## src/rtl/secuenciador_filtros_pkg.sv

```systemverilog
// Shared definitions for the sample-rate scheduler in front of UnidadFiltrado.
// Holds the sample width, default timing parameters, the FSM state type and the
// saturation helper used by the band mixer.
package secuenciador_filtros_pkg;

  localparam int N           = 16;    // sample width, signed two's complement
  localparam int CLK_DIV_DEF = 2268;  // clk cycles per sample period
  localparam int TIMEOUT_DEF = 1024;  // max cycles waiting for resultlisto

  typedef enum logic [2:0] {
    ST_IDLE  = 3'd0,
    ST_ISSUE = 3'd1,
    ST_WAIT  = 3'd2,
    ST_MIX   = 3'd3,
    ST_OUT   = 3'd4
  } state_t;

  typedef logic signed [N-1:0] sample_t;

  // Clamp limits expressed in the widened (N+2)-bit accumulator domain.
  localparam logic signed [N+1:0] SAT_MAX = {3'b000, {(N-1){1'b1}}};
  localparam logic signed [N+1:0] SAT_MIN = {3'b111, {(N-1){1'b0}}};

  function automatic sample_t sat_n(input logic signed [N+1:0] v);
    if (v > SAT_MAX) begin
      return SAT_MAX[N-1:0];
    end else if (v < SAT_MIN) begin
      return SAT_MIN[N-1:0];
    end else begin
      return v[N-1:0];
    end
  endfunction

endpackage

```

## src/rtl/secuenciador_filtros_if.sv

```systemverilog
// Bus between the scheduler and its surroundings (ADC, UnidadFiltrado, DAC, control).
//   slave  : scheduler view  (drives uk/datolisto/dac_*/status)
//   master : environment view (drives run/clr_flags/band_en/adc_data/resultlisto/yk*)
interface secuenciador_filtros_if;
  import secuenciador_filtros_pkg::*;

  logic         run;
  logic         clr_flags;
  logic [2:0]   band_en;
  logic [N-1:0] adc_data;
  logic         resultlisto;
  logic [N-1:0] yk1;
  logic [N-1:0] yk2;
  logic [N-1:0] yk3;
  logic [N-1:0] uk;
  logic         datolisto;
  logic [N-1:0] dac_data;
  logic         dac_valid;
  logic         busy;
  logic         timeout_flag;
  logic [7:0]   overrun_cnt;

  modport slave (
    input  run, clr_flags, band_en, adc_data, resultlisto, yk1, yk2, yk3,
    output uk, datolisto, dac_data, dac_valid, busy, timeout_flag, overrun_cnt
  );

  modport master (
    output run, clr_flags, band_en, adc_data, resultlisto, yk1, yk2, yk3,
    input  uk, datolisto, dac_data, dac_valid, busy, timeout_flag, overrun_cnt
  );

endinterface

```

## src/rtl/secuenciador_filtros_mezclador_sat.sv

```systemverilog
// Combinational 3-input masked adder with saturation.
//   band_en_i : per-band enable (bit0 = yk1, bit1 = yk2, bit2 = yk3)
//   yk1_i..3  : signed band samples
//   mix_o     : saturated sum of the enabled bands (0 when none enabled)
module secuenciador_filtros_mezclador_sat
  import secuenciador_filtros_pkg::*;
(
  input  logic [2:0]   band_en_i,
  input  logic [N-1:0] yk1_i,
  input  logic [N-1:0] yk2_i,
  input  logic [N-1:0] yk3_i,
  output logic [N-1:0] mix_o
);

  logic signed [N+1:0] t1, t2, t3, sum;

  // Two guard bits are enough for three N-bit terms, so the sum never wraps.
  always_comb begin
    t1    = band_en_i[0] ? {{2{yk1_i[N-1]}}, yk1_i} : '0;
    t2    = band_en_i[1] ? {{2{yk2_i[N-1]}}, yk2_i} : '0;
    t3    = band_en_i[2] ? {{2{yk3_i[N-1]}}, yk3_i} : '0;
    sum   = t1 + t2 + t3;
    mix_o = sat_n(sum);
  end

endmodule

```

## src/rtl/secuenciador_filtros.sv

```systemverilog
// Sample-rate scheduler in front of UnidadFiltrado.
// Divides clk down to the sample tick, captures the ADC word into uk, pulses
// datolisto, waits for resultlisto, latches yk1..yk3, mixes the enabled bands
// with saturation and presents one DAC word per sample. Flags overruns (tick
// while a sample is in flight) and timeouts (resultlisto never arrives).
//   clk, reset : rising-edge clock, synchronous active-high reset
//   bus        : slave modport (control, ADC, filter handshake, DAC, status)
module secuenciador_filtros
  import secuenciador_filtros_pkg::*;
#(
  parameter int CLK_DIV = CLK_DIV_DEF,
  parameter int TIMEOUT = TIMEOUT_DEF
) (
  input logic                   clk,
  input logic                   reset,
  secuenciador_filtros_if.slave bus
);

  localparam int DIV_W  = (CLK_DIV > 1) ? $clog2(CLK_DIV) : 1;
  localparam int WAIT_W = (TIMEOUT > 1) ? $clog2(TIMEOUT) : 1;
  localparam logic [DIV_W-1:0]  DIV_LAST  = DIV_W'(CLK_DIV - 1);
  localparam logic [WAIT_W-1:0] WAIT_LAST = WAIT_W'(TIMEOUT - 1);

  state_t              state_q, state_d;
  logic [DIV_W-1:0]    div_cnt_q, div_cnt_d;
  logic [WAIT_W-1:0]   wait_cnt_q, wait_cnt_d;
  logic [N-1:0]        uk_q, uk_d;
  logic [N-1:0]        dac_q, dac_d;
  logic [N-1:0]        yk1_q, yk1_d, yk2_q, yk2_d, yk3_q, yk3_d;
  logic                to_q, to_d;
  logic [7:0]          ovr_q, ovr_d;
  logic                tick, timeout_ev, overrun_ev;
  logic [N-1:0]        mix;

  assign tick = bus.run & (div_cnt_q == DIV_LAST);

  always_comb begin
    div_cnt_d = '0;
    if (bus.run && (div_cnt_q != DIV_LAST)) begin
      div_cnt_d = div_cnt_q + DIV_W'(1);
    end
  end

  secuenciador_filtros_mezclador_sat u_mix (
    .band_en_i (bus.band_en),
    .yk1_i     (yk1_q),
    .yk2_i     (yk2_q),
    .yk3_i     (yk3_q),
    .mix_o     (mix)
  );

  always_comb begin
    state_d    = state_q;
    wait_cnt_d = wait_cnt_q;
    uk_d       = uk_q;
    dac_d      = dac_q;
    yk1_d      = yk1_q;
    yk2_d      = yk2_q;
    yk3_d      = yk3_q;
    timeout_ev = 1'b0;
    unique case (state_q)
      ST_IDLE: begin
        if (tick) begin
          uk_d    = bus.adc_data;
          state_d = ST_ISSUE;
        end
      end
      ST_ISSUE: begin
        wait_cnt_d = '0;
        state_d    = ST_WAIT;
      end
      ST_WAIT: begin
        if (bus.resultlisto) begin
          yk1_d   = bus.yk1;
          yk2_d   = bus.yk2;
          yk3_d   = bus.yk3;
          state_d = ST_MIX;
        end else begin
          wait_cnt_d = wait_cnt_q + WAIT_W'(1);
          if (wait_cnt_q == WAIT_LAST) begin
            timeout_ev = 1'b1;
            state_d    = ST_IDLE;
          end
        end
      end
      ST_MIX: begin
        dac_d   = mix;
        state_d = ST_OUT;
      end
      ST_OUT: begin
        state_d = ST_IDLE;
      end
      default: begin
        state_d = ST_IDLE;
      end
    endcase
  end

  // Any tick outside IDLE is dropped, including one landing on the timeout cycle.
  assign overrun_ev = tick & (state_q != ST_IDLE);

  // A same-cycle event takes precedence over clr_flags.
  always_comb begin
    to_d = to_q;
    if (timeout_ev) begin
      to_d = 1'b1;
    end else if (bus.clr_flags) begin
      to_d = 1'b0;
    end

    ovr_d = ovr_q;
    if (overrun_ev) begin
      if (bus.clr_flags) begin
        ovr_d = 8'd1;
      end else if (ovr_q != 8'hFF) begin
        ovr_d = ovr_q + 8'd1;
      end
    end else if (bus.clr_flags) begin
      ovr_d = '0;
    end
  end

  always_ff @(posedge clk) begin
    if (reset) begin
      state_q    <= ST_IDLE;
      div_cnt_q  <= '0;
      wait_cnt_q <= '0;
      uk_q       <= '0;
      dac_q      <= '0;
      yk1_q      <= '0;
      yk2_q      <= '0;
      yk3_q      <= '0;
      to_q       <= 1'b0;
      ovr_q      <= '0;
    end else begin
      state_q    <= state_d;
      div_cnt_q  <= div_cnt_d;
      wait_cnt_q <= wait_cnt_d;
      uk_q       <= uk_d;
      dac_q      <= dac_d;
      yk1_q      <= yk1_d;
      yk2_q      <= yk2_d;
      yk3_q      <= yk3_d;
      to_q       <= to_d;
      ovr_q      <= ovr_d;
    end
  end

  assign bus.uk           = uk_q;
  assign bus.datolisto    = (state_q == ST_ISSUE);
  assign bus.dac_data     = dac_q;
  assign bus.dac_valid    = (state_q == ST_OUT);
  assign bus.busy         = (state_q != ST_IDLE);
  assign bus.timeout_flag = to_q;
  assign bus.overrun_cnt  = ovr_q;

endmodule

```

## src/flat_wrapper.sv

```systemverilog
// flat-port wrapper written by rule: the top's interface ports become plain ports
module secuenciador_filtros_flat import secuenciador_filtros_pkg::*;
#(
  parameter int CLK_DIV = CLK_DIV_DEF,
  parameter int TIMEOUT = TIMEOUT_DEF
)
  (clk, reset, bus_run, bus_clr_flags, bus_band_en, bus_adc_data, bus_resultlisto, bus_yk1, bus_yk2, bus_yk3, bus_uk, bus_datolisto, bus_dac_data, bus_dac_valid, bus_busy, bus_timeout_flag, bus_overrun_cnt);
  secuenciador_filtros_if bus_i ();
  input logic clk;
  input logic reset;
  input wire logic [$bits(bus_i.run)-1:0] bus_run;
  input wire logic [$bits(bus_i.clr_flags)-1:0] bus_clr_flags;
  input wire logic [$bits(bus_i.band_en)-1:0] bus_band_en;
  input wire logic [$bits(bus_i.adc_data)-1:0] bus_adc_data;
  input wire logic [$bits(bus_i.resultlisto)-1:0] bus_resultlisto;
  input wire logic [$bits(bus_i.yk1)-1:0] bus_yk1;
  input wire logic [$bits(bus_i.yk2)-1:0] bus_yk2;
  input wire logic [$bits(bus_i.yk3)-1:0] bus_yk3;
  output wire logic [$bits(bus_i.uk)-1:0] bus_uk;
  output wire logic [$bits(bus_i.datolisto)-1:0] bus_datolisto;
  output wire logic [$bits(bus_i.dac_data)-1:0] bus_dac_data;
  output wire logic [$bits(bus_i.dac_valid)-1:0] bus_dac_valid;
  output wire logic [$bits(bus_i.busy)-1:0] bus_busy;
  output wire logic [$bits(bus_i.timeout_flag)-1:0] bus_timeout_flag;
  output wire logic [$bits(bus_i.overrun_cnt)-1:0] bus_overrun_cnt;
  assign bus_i.run = bus_run;
  assign bus_i.clr_flags = bus_clr_flags;
  assign bus_i.band_en = bus_band_en;
  assign bus_i.adc_data = bus_adc_data;
  assign bus_i.resultlisto = bus_resultlisto;
  assign bus_i.yk1 = bus_yk1;
  assign bus_i.yk2 = bus_yk2;
  assign bus_i.yk3 = bus_yk3;
  assign bus_uk = bus_i.uk;
  assign bus_datolisto = bus_i.datolisto;
  assign bus_dac_data = bus_i.dac_data;
  assign bus_dac_valid = bus_i.dac_valid;
  assign bus_busy = bus_i.busy;
  assign bus_timeout_flag = bus_i.timeout_flag;
  assign bus_overrun_cnt = bus_i.overrun_cnt;
  secuenciador_filtros #(.CLK_DIV(CLK_DIV), .TIMEOUT(TIMEOUT)) u_core (.clk(clk), .reset(reset), .bus(bus_i));
endmodule
```

## config.mk

```make
export PLATFORM = sky130hd
export DESIGN_NAME = secuenciador_filtros_flat
export DESIGN_NICKNAME = d
export VERILOG_FILES = /design/src/rtl/secuenciador_filtros_pkg.sv /design/src/rtl/secuenciador_filtros_if.sv /design/src/rtl/secuenciador_filtros_mezclador_sat.sv /design/src/rtl/secuenciador_filtros.sv /design/src/flat_wrapper.sv
export SDC_FILE = /design/constraint.sdc
export NUM_CORES = 1
export LEC_CHECK = 0
export CORE_ASPECT_RATIO = 0.9
export CORE_MARGIN = 3
export CORE_UTILIZATION = 45
export DETAILED_ROUTE_END_ITERATION = 10
export PLACE_DENSITY = 0.71
export RECOVER_POWER = 100
export SETUP_SLACK_MARGIN = 0.05
export SYNTH_ARGS = -nofsm -noshare
export SYNTH_HDL_FRONTEND = slang
export SYNTH_SLANG_ARGS = --single-unit
```

## constraint.sdc

```tcl
create_clock -name clk -period 8.55 [get_ports clk]
set_input_delay 1.71 -clock clk [delete_from_list [all_inputs] [get_ports clk]]
set_output_delay 1.71 -clock clk [all_outputs]
set_load 0.02 [all_outputs]
```

==> impl_results.md <==
* Status: finished, violations left
* Failing checks: capacitance limit, slew limit
* HPWL Detailed at 10.5 mm
* Worst min-delay path category: reg -> reg
* Clock sink total at 114
* RR Startpoint: u_core.yk1_q[1]
* Fraction of layout instances using a drive strength above 1 at 5.98%
* Most common cell after layout, fill and taps aside: nand2_1
* Core area at 12400 sq um
* Number of gates resized after cts at 0
* Crit path time final at 6640 ps
* YS warnings at 0
* Worst setup margin at 1910 ps
* Worst hold slack at 446 ps
* Combinational share of power at 3.7%
* Max Used Layer: met4
* Fin. Hold Viols at 0
* VDD IR max at 132 uV
* Die footprint at 14400 sq um
* GPL Wtd Cong at 0.854
* CP startpoint kind: input port
* NetSw at 259 uW
* Rel. slew slack at -134%
* Io pins at 116
* Grt ovf at 0
* Yosys reg bits at 114
* Antenna-violating nets left at 0
* Slew @ Worst Pin at 3510 ps
* Area occupied by multi-input gates at 3240 sq um
* Vias after detailed routing at 5093
* H-tree Lvls at 4
* Proportion of power drawn by the clock network at 55.2%
* Number of port buffers at 115
* Final #Nets at 915
* Power Density at 170 nW/um^2
* Worst path slowest cell: o41ai_1
* Share of the synthesized area in the top cell type at 39.1%
* Netlist Area Pre-Place at 5840 sq um
* Syn-to-layout area delta at 30.5%
* Hold wc startpoint: u_core.div_cnt_q[0]
* Async set-or-reset flop fraction in the synthesized netlist at 0%
* Design Area, Final at 7620 sq um
* Metal2 WL at 6.97 mm
* Gr usage total at 20.5%
* Setup Crit Path Kind: in -> reg
* WL per Instance at 14.5 um
* Placed cell count at 948
* Top post-synthesis cells by area: dfxtp_1 39%, nand2_1 11%, a21oi_1 6.3%, fa_1 5.8%, nor2_1 4.3%
* Post-Route Setup TNS at 0 ps
* Fin. max-slew vios at 83
* Register Area at 2280 sq um
* Antenna violations before repair at 0
* Hold path cells at 1
* Hold Buf Count CTS at 0
* Worst Hold End: u_core.div_cnt_q[0]
* CTS Root Cell: clkbuf_16
* Worst Path Required at 8860 ps
* Placed Area at 7070 sq um
* Netlist cell types at 54
* Reg2Reg Depth at 11
* Synth Flop Type: dfxtp_1
* DRT Wirelength at 14.2 mm
* Syn_nets at 813
* Seq pwr share at 41.2%
* Post-CTS Setup Bufs at 0
* Clock tree buffer depth at 2
* Cells after Synth at 705
* Critical-path maximum fanout at 16
* Die Ht at 114 um
* Seq/Total Area, Yosys at 39.1%
* Cts bufs inserted at 17
* Mean post-synth cell area at 8.28 sq um
* Post-synth top area cell: dfxtp_1
* Pin count of the biggest net entering global routing at 83
* Met3 routed WL at 1.07 mm
* Fin crit share at 77.6%
* RSZ-0062 raised after global routing: no
* CP peak stage delay at 1000 ps
* Fin cells at 980
* Pre-CTS setup slack at 2240 ps
* Met1 WL at 5.99 mm
* R2R Setup Slk at 3870 ps
* Worst path top cell family by delay: compound AO/OA/AOI/OAI gates
* Leak at 0.00303 uW
* EDFF count, synth at 0
* Ant. Diodes at 0
* DRC Markers at 0
* Worst Path Arrival at 6950 ps
* Global-route wire length before repair at 23.9 mm
* Switching Share at 20.1%
* Die Wd at 126 um
* MaxCap Viol Count at 1
* Vias per cell at 5.20
* Clk Latency, worst-skew pair at 410 ps
* First drt pass iteration count at 4
* Starting Density at 47.2%
* Clock-pin slew on the worst setup and hold paths at 50 ps
* Clock Skew at 9.17 ps
* Crit-path cells: dlygate4sd3_1 > nand2_1 > fa_1 > inv_1 > ha_1 > o211ai_1 > o21ai_0 > or4b_1 > and3_2 > o41ai_1 > o21bai_1 > a311oi_1
* Fillers at 1108
* Critical path buffers and inverters at 2
* Reg2reg end: u_core.bus.dac_data[3]
* Final setup viols at 0
* Vias in the first global route at 5153
* DRT iter0 DRCs at 263
* Peak Freq at 0.151 GHz
* Endpoint class of the critical path: flip-flop
* Internal power at 1030 uW
* Commonest non-fill, non-tap cells in the layout: 172 x nand2_1, 114 x dfxtp_1, 73 x a21oi_1
* Row count at 38
* CTS tree: done
## routing by layer
metal / track usage [%] / vias up
met5: 0 / -
met4: 5.43 / 0
met1: 23.4 / 2360
met2: 35.0 / 134
met3: 9.33 / 14
li1: - / 2585
## metrics by stage
step	util (%)	total power (uW)
after floorplan	-	556
after detailed placement	57.2	592
after global placement	57.2	591
final	61.6	1290
after CTS	62.0	1310
after global routing	61.6	1340
## layout make-up
cell class	instances	share of cell area, %
timing repair buffer	118	15.3
inverter	35	1.72
clock buffer	23	6.14
tap	160	2.63
clock inverter	9	1.71
sequential	114	30.0
multi-input combinational	521	42.5
## power groups by stage
| stage | clock network, uW | logic (uW) | registers (uW) |
|---|---|---|---|
| 2_1_floorplan | 0 | 11.9 | 544 |
| 3_3_place_gp | 0 | 47.4 | 544 |
| 3_5_place_dp | 0 | 48.1 | 544 |
| 4_1_cts | 729 | 48.3 | 532 |
| 5_1_grt | 757 | 51.0 | 532 |
| 6_report | 714 | 47.3 | 533 |
## logic make-up after synthesis
kind of cell | count (synthesis) | synth area share, %
fa+ha+maj | 36 | 9.90
mux | 20 | 3.47
buf+inv | 70 | 4.59
simple gates | 298 | 22.0
xor+xnor | 31 | 4.65
compound gates | 136 | 16.3
flops | 114 | 39.1
## Yosys cell counts (5+ instances only)
cell and count:
a311oi_2 10, nand3_1 7, o211ai_1 5, xnor2_1 8
a21oi_1 73, and3_1 9, and2_1 6, nand4_1 9
or3_1 5, nor2_1 67, nand2_1 172, inv_1 35
fa_1 17, ha_1 19, a21o_1 7, dfxtp_1 114
mux2i_1 18, o21ai_0 7, xor2_1 23, a211oi_1 5
clkbuf_1 30
## sequential cells by signal (all words and copies together), names as in the netlist
name	flops
u_core.div_cnt_q	12
u_core.bus.overrun_cnt	8
u_core.yk3_q	16
u_core.yk2_q	16
u_core.bus.dac_data	16
u_core.bus.timeout_flag	1
u_core.wait_cnt_q	10
u_core.state_q	3
u_core.bus.uk	16
u_core.yk1_q	16
## how the worst max path moves through the flow
stage	startpoint	to	slack, ps	cells after the start
after CTS	bus_band_en[0]	u_core.bus.dac_data[1]	2690	12
after floorplan	bus_band_en[0]	u_core.bus.dac_data[11]	3600	14
after detailed placement	bus_band_en[0]	u_core.bus.dac_data[1]	2240	12
final	bus_band_en[0]	u_core.bus.dac_data[3]	1910	12
after global placement	bus_band_en[0]	u_core.bus.dac_data[3]	2410	12
after global routing	bus_band_en[0]	u_core.bus.dac_data[3]	1580	12
Note: power is estimated with default switching activity, not from simulation.
